**src/rtl/segment_scanner_pkg.sv**
```systemverilog
// Shared definitions for the piecewise-linear segmentation controller.
//   DW         : index/data width of every index, deviation and mean value
//   state_t    : scanner FSM states
//   seg_rec_t  : one emitted segment record {start, end, dev, mean, last}
//   make_rec   : builds a record; 'last' is set when the record ends at n
package segment_scanner_pkg;

  localparam int unsigned DW = 32;

  typedef enum logic [2:0] {
    IDLE,
    LAUNCH,
    WAIT_LOW,
    WAIT_DONE,
    EVAL,
    EMIT,
    FINISH
  } state_t;

  typedef struct packed {
    logic [DW-1:0] start_idx;
    logic [DW-1:0] end_idx;
    logic [DW-1:0] dev;
    logic [DW-1:0] mean;
    logic          last;
  } seg_rec_t;

  function automatic seg_rec_t make_rec(input logic [DW-1:0] s,
                                        input logic [DW-1:0] e,
                                        input logic [DW-1:0] d,
                                        input logic [DW-1:0] m,
                                        input logic [DW-1:0] n);
    seg_rec_t r;
    r.start_idx = s;
    r.end_idx   = e;
    r.dev       = d;
    r.mean      = m;
    r.last      = (e == n);
    return r;
  endfunction

endpackage

```
**src/rtl/segment_scanner_out.sv**
```systemverilog
// Single-entry valid/ready holding register for segment records.
//   Clk, Rst : clock, synchronous active-low reset
//   load     : capture rec_in and raise valid (wins over a same-cycle accept)
//   rec_in   : record to capture
//   ready    : consumer accepts the held record when valid
//   valid    : a record is held
//   rec      : held record, stable while valid and not accepted
module segment_out_reg
  import segment_scanner_pkg::*;
(
  input  logic     Clk,
  input  logic     Rst,
  input  logic     load,
  input  seg_rec_t rec_in,
  input  logic     ready,
  output logic     valid,
  output seg_rec_t rec
);

  always_ff @(posedge Clk) begin
    if (!Rst) begin
      valid <= 1'b0;
      rec   <= '0;
    end else if (load) begin
      valid <= 1'b1;
      rec   <= rec_in;
    end else if (valid && ready) begin
      valid <= 1'b0;
    end
  end

endmodule

```
**src/rtl/segment_scanner.sv**
```systemverilog
// Segmentation controller driving a linear-fit/deviation engine. Grows a fit
// window from the segment start until the deviation exceeds the threshold or
// MAX_LEN is reached, then emits one segment record and resumes at its end.
//   Clk, Rst                 : clock, synchronous active-low reset
//   go, n_samples, threshold : scan request; N and T latched on go in IDLE
//   busy, scan_done          : scan in progress / one-cycle completion pulse
//   fit_si, fit_ei, fit_start: window [si, ei) and start strobe to the engine
//   fit_done, fit_deviation, fit_mean : engine status and results
//   seg_valid, seg_ready     : record handshake
//   seg_start, seg_end, seg_dev, seg_mean, seg_last : record fields
module segment_scanner
  import segment_scanner_pkg::*;
#(
  parameter int unsigned MIN_LEN = 2,
  parameter int unsigned MAX_LEN = 64
) (
  input  logic          Clk,
  input  logic          Rst,
  input  logic          go,
  input  logic [DW-1:0] n_samples,
  input  logic [DW-1:0] threshold,
  output logic          busy,
  output logic          scan_done,
  output logic [DW-1:0] fit_si,
  output logic [DW-1:0] fit_ei,
  output logic          fit_start,
  input  logic          fit_done,
  input  logic [DW-1:0] fit_deviation,
  input  logic [DW-1:0] fit_mean,
  output logic          seg_valid,
  input  logic          seg_ready,
  output logic [DW-1:0] seg_start,
  output logic [DW-1:0] seg_end,
  output logic [DW-1:0] seg_dev,
  output logic [DW-1:0] seg_mean,
  output logic          seg_last
);

  localparam logic [DW-1:0] MIN_W = DW'(MIN_LEN);
  localparam logic [DW-1:0] MAX_W = DW'(MAX_LEN);
  localparam logic [DW-1:0] ONE   = DW'(1);

  state_t        state, state_next;
  logic [DW-1:0] n_reg, t_reg, si, ei, best_dev, best_mean;
  logic [DW-1:0] si_d, ei_d;
  logic          latch, best_we, rec_load, seg_fire, over;
  seg_rec_t      rec_d, rec_q;

  assign seg_fire = seg_valid && seg_ready;
  assign over     = fit_deviation > t_reg;

  always_ff @(posedge Clk) begin
    if (!Rst) state <= IDLE;
    else      state <= state_next;
  end

  always_ff @(posedge Clk) begin
    if (!Rst) begin
      n_reg     <= '0;
      t_reg     <= '0;
      si        <= '0;
      ei        <= '0;
      best_dev  <= '0;
      best_mean <= '0;
    end else begin
      if (latch) begin
        n_reg <= n_samples;
        t_reg <= threshold;
      end
      si <= si_d;
      ei <= ei_d;
      if (best_we) begin
        best_dev  <= fit_deviation;
        best_mean <= fit_mean;
      end
    end
  end

  always_comb begin
    state_next = state;
    si_d       = si;
    ei_d       = ei;
    latch      = 1'b0;
    best_we    = 1'b0;
    rec_load   = 1'b0;
    rec_d      = '0;
    case (state)
      IDLE: if (go) begin
        latch = 1'b1;
        si_d  = '0;
        if (n_samples == '0) begin
          state_next = FINISH;
        end else if (n_samples < MIN_W) begin
          rec_load   = 1'b1;
          rec_d      = make_rec('0, n_samples, '0, '0, n_samples);
          state_next = EMIT;
        end else begin
          ei_d       = MIN_W;
          state_next = LAUNCH;
        end
      end
      LAUNCH:    state_next = WAIT_LOW;
      WAIT_LOW:  state_next = WAIT_DONE;
      WAIT_DONE: if (fit_done) state_next = EVAL;
      EVAL: begin
        // Split case and the two "record [si, ei)" cases share one load path;
        // only the split reports the previous window with the stored best.
        if (over && ei > si + MIN_W)
          rec_d = make_rec(si, ei - ONE, best_dev, best_mean, n_reg);
        else
          rec_d = make_rec(si, ei, fit_deviation, fit_mean, n_reg);
        best_we = !over;
        if (over || ei == n_reg || ei - si == MAX_W) begin
          rec_load   = 1'b1;
          state_next = EMIT;
        end else begin
          ei_d       = ei + ONE;
          state_next = LAUNCH;
        end
      end
      EMIT: if (seg_fire) begin
        si_d = rec_q.end_idx;
        if (rec_q.end_idx == n_reg) begin
          state_next = FINISH;
        end else if (n_reg - rec_q.end_idx < MIN_W) begin
          // Tail record: reloaded in place, valid stays high, no fit.
          rec_load = 1'b1;
          rec_d    = make_rec(rec_q.end_idx, n_reg, '0, '0, n_reg);
        end else begin
          ei_d       = rec_q.end_idx + MIN_W;
          state_next = LAUNCH;
        end
      end
      FINISH:  state_next = IDLE;
      default: state_next = IDLE;
    endcase
  end

  always_comb begin
    busy      = (state != IDLE) && (state != FINISH);
    scan_done = (state == FINISH);
    fit_start = (state == LAUNCH);
  end

  assign fit_si = si;
  assign fit_ei = ei;

  segment_out_reg u_out (
    .Clk    (Clk),
    .Rst    (Rst),
    .load   (rec_load),
    .rec_in (rec_d),
    .ready  (seg_ready),
    .valid  (seg_valid),
    .rec    (rec_q)
  );

  assign seg_start = rec_q.start_idx;
  assign seg_end   = rec_q.end_idx;
  assign seg_dev   = rec_q.dev;
  assign seg_mean  = rec_q.mean;
  assign seg_last  = rec_q.last;

endmodule

```
**config.mk**
```make
export PLATFORM = sky130hd
export DESIGN_NAME = segment_scanner
export DESIGN_NICKNAME = d
export VERILOG_FILES = /design/src/rtl/segment_scanner_pkg.sv /design/src/rtl/segment_scanner_out.sv /design/src/rtl/segment_scanner.sv
export SDC_FILE = /design/constraint.sdc
export NUM_CORES = 1
export LEC_CHECK = 0
export ABC_AREA = 1
export CAP_MARGIN = 5
export CORE_MARGIN = 2
export CORE_UTILIZATION = 57
export DETAILED_ROUTE_END_ITERATION = 10
export PLACE_DENSITY = 0.83
export REMOVE_ABC_BUFFERS = 1
export SLEW_MARGIN = 25
export SYNTH_ARGS = -nofsm -noshare
export SYNTH_HDL_FRONTEND = slang
export SYNTH_HIERARCHICAL = 1
export SYNTH_SLANG_ARGS = --single-unit
```
**constraint.sdc**
```tcl
create_clock -name Clk -period 5.25 [get_ports Clk]
set_input_delay 1.05 -clock Clk [delete_from_list [all_inputs] [get_ports Clk]]
set_output_delay 1.05 -clock Clk [all_outputs]
set_load 0.005 [all_outputs]
```
==> results.ini <==
[timing]
slew_headroom_pct=29.9
fin_worst_skew_ps=17.1
setup_viol=0
fin_ws_ps=325
min_period_ps=4920
slew_violations=0
worst_pin_slew_ps=1050
finalHoldViolations=0
fmax_mhz=203
fin_crit_sh_pct=93.8

[clock_network]
cts_tree=built
cts_made_buffers=39
h-tree-depth=2
clock-sinks=325
clk_pin_slew_ps=60
clk_path_buf_depth=3
cts_root_buffer=clkbuf_16
clkLatencyLatePin_ps=570

[routing]
first_iter_violations=3026
route.detailed.drc=0
dr.pass1.iters=6
vias=27100
avgViaCountPerCell=5.71
routed_wl_um=88700
drtAntennaViolNets=0
wl_per_cell_um=18.7

[floorplan]
die_w_um=209
core_mm2=0.0418
start_util_pct=57.5
ios=330
die-area_mm2=0.0438
rows=75
die_y_um=209

[synthesis]
synthesis.instances=3925
yosysWarnings=6
synth_cell_types=56
ys_seq_area_share_pct=27.1
syn_area_per_cell_um2=6.12
synthArstFlopShare_pct=0
yosysTopAreaCell=dfxtp_1
synth.area.top_cells=dfxtp_1 27%, nor2_1 14%, nand2_1 11%, o21ai_0 8.6%, inv_1 7.7%
synth_commonest_cells=887 x nor2_1, 688 x nand2_1, 495 x inv_1, 413 x o21ai_0, 325 x dfxtp_1
ys.flop_type=dfxtp_1
yosys.cell_count.top_type=nor2_1
syn_area_mm2=0.0240
synth_edf_count=0
synth.top_cell.area_share_pct=27.1
synth_seq_cells=325

[cells_and_area]
drive_gt1_share_pct=5.21
diodes=0
largest_reg_flops=129
design_area_mm2=0.0291
fillers=3848
num-nets-final=4444
area_growth_pct=21.2
largest-register=u_out/rec

[placement]
pre_cts_ws_ps=322
gp_congestion=1.02
io_buffers=329
hpwl_um=65200
placed_cell_area_mm2=0.0277

[grt]
grt_max_degree=145
grt_pass1_vias=24700
grt_antenna_before_repair=0
grt_remaining_overflow=0
grt_pass1_wl_um=137000
grt_usage_pct=39.4

[worst_setup_path]
cpPeakStageDelay_ps=460
worstReg2RegEnd=u_out/rec[74]
reg2reg_slack_ps=330
rr_worst_depth=24
r2r_start=fit_si[1]
worstPathArrival_ps=5420
worst_setup_path_start_kind=flop
worst_setup_path_end_kind=flop
cp.required_ps=5750
crit_top_cell=nand2_1
critPathMaxFanout=19
crit_chain=inv_1, nor3_1, nand3_1, nor2_1, nand4_1, nor2_1, nand3_1, nor4_1, nand2_1, xor2_1, ha_1, nand4_1, nor4_2, nand2_1, nand2_1, nand2_1, nor2_4, inv_4, buf_6, o21ai_0, nand2_1, o22ai_2, nor2_1, nor2_1
crit_type=flop to flop
cp_slowest_cell=nor4_1

[hold_path]
hold_end=t_reg[9]
hold_path.class=flop to flop
min_from=t_reg[9]
min_delay_path_depth=2

[power]
clkPwrFrac_pct=17.8
peakVddDrop_mv=0.358
sequentialPowerShare_pct=19.7
combPwrFrac_pct=62.5
power.switching_w=0.00790
internal-power_w=0.00766
swShare_pct=50.8
p_leak_nw=13.3
powerDensity_mw_per_mm2=535

[flow_run]
maxCapViolations=0

[run_status]
status=finished clean

-- what timing repair did --
item                                    4_1_cts  5_1_grt
hold buffers                                  0        0
endpoints found under the setup margin        0       94
resized for setup                             0       15
setup buffers                                 0        4
-- power by group through the flow --
stage          Combinational (W)  Clock, W  Sequential (W)
6_report                 0.00973   0.00276         0.00307
5_1_grt                   0.0109   0.00287         0.00309
4_1_cts                  0.00918   0.00277         0.00306
3_5_place_dp             0.00912         0         0.00311
3_3_place_gp             0.00905         0         0.00311
2_1_floorplan            0.00622         0         0.00315
-- per-layer routing --
metal  GRT usage [%]  up-vias  routed length (µm)
met5               0        -                   0
li1                -    13200                   -
met3            8.43      258                9320
met1            51.6    12200               36900
met4            18.8        0                4610
met2            61.8     1414               37900
-- how the worst max path moves through the flow --
| stage | from | endpoint | slack, ps | cells after the start |
|---|---|---|---|---|
| 5_1_grt | fit_si[2] | u_out/rec[96] | -30 | 31 |
| 3_5_place_dp | fit_si[1] | u_out/rec[85] | 320 | 30 |
| 4_1_cts | fit_si[1] | u_out/rec[85] | 220 | 30 |
| 3_3_place_gp | fit_si[1] | u_out/rec[85] | 430 | 30 |
| 2_1_floorplan | fit_si[1] | u_out/rec[74] | -3500 | 29 |
| 6_report | fit_si[1] | u_out/rec[74] | 330 | 24 |
-- critical path: cells and delay by family, from the launching register on --
kind	cells	cell delay, ps
compound gates	2	330
xor+xnor	1	170
buf+inv	3	420
fa+ha+maj	1	280
simple gates	17	3240
flops	1	370
-- cell usage in the layout, fill, tap and decap left out, types with 8 or more instances in the layout --
cell and n:
inv_1 491, a21oi_1 179, nand4_1 66, o21ai_1 10, nor2_2 17, clkbuf_16 41
nand3b_1 13, xor2_1 84, nor3_1 52, nor4_1 33, clkdlybuf4s50_1 328, nand2_1 687
o21ai_0 413, o22ai_1 55, o31ai_1 8, buf_4 47, nand3_1 151, xnor2_1 13
o22ai_2 28, inv_2 10, nor2_1 883, dfxtp_1 324, ha_1 127
-- layout make-up --
type	instances	area, µm²	share of cell area [%]
Multi-Input combinational cell	2920	14800	51.0
Sequential cell	325	6510	22.4
Timing Repair Buffer	388	3890	13.4
Inverter	506	1910	6.55
Clock buffer	52	1080	3.73
Tap cell	539	674	2.32
Clock inverter	15	181	0.624
-- logic make-up (layout without fill, tap and decap cells) --
family          count (synthesis)  after routing  synth area share [%]
simple gates                 1945           1945                  33.6
flops                         325            325                  27.1
fa+ha+maj                     131            131                  6.92
xor+xnor                       98             98                  3.61
compound gates                746            746                  17.5
buf+inv                       680            961                  11.3
-- through the flow --
step                total power [W]  util (%)  hold slack [ps]  instances  TNS, ps
floorplan                   0.00937         -              433       3751  -379550
global placement             0.0122      66.3              445       4672        0
detailed placement           0.0122      66.3              451       4672        0
CTS                          0.0150      69.3              460       4739        0
global route                 0.0168      69.7              475       4745    -88.7
finish                       0.0156      69.7              459       4745        0
(Power assumes the default switching activity.)
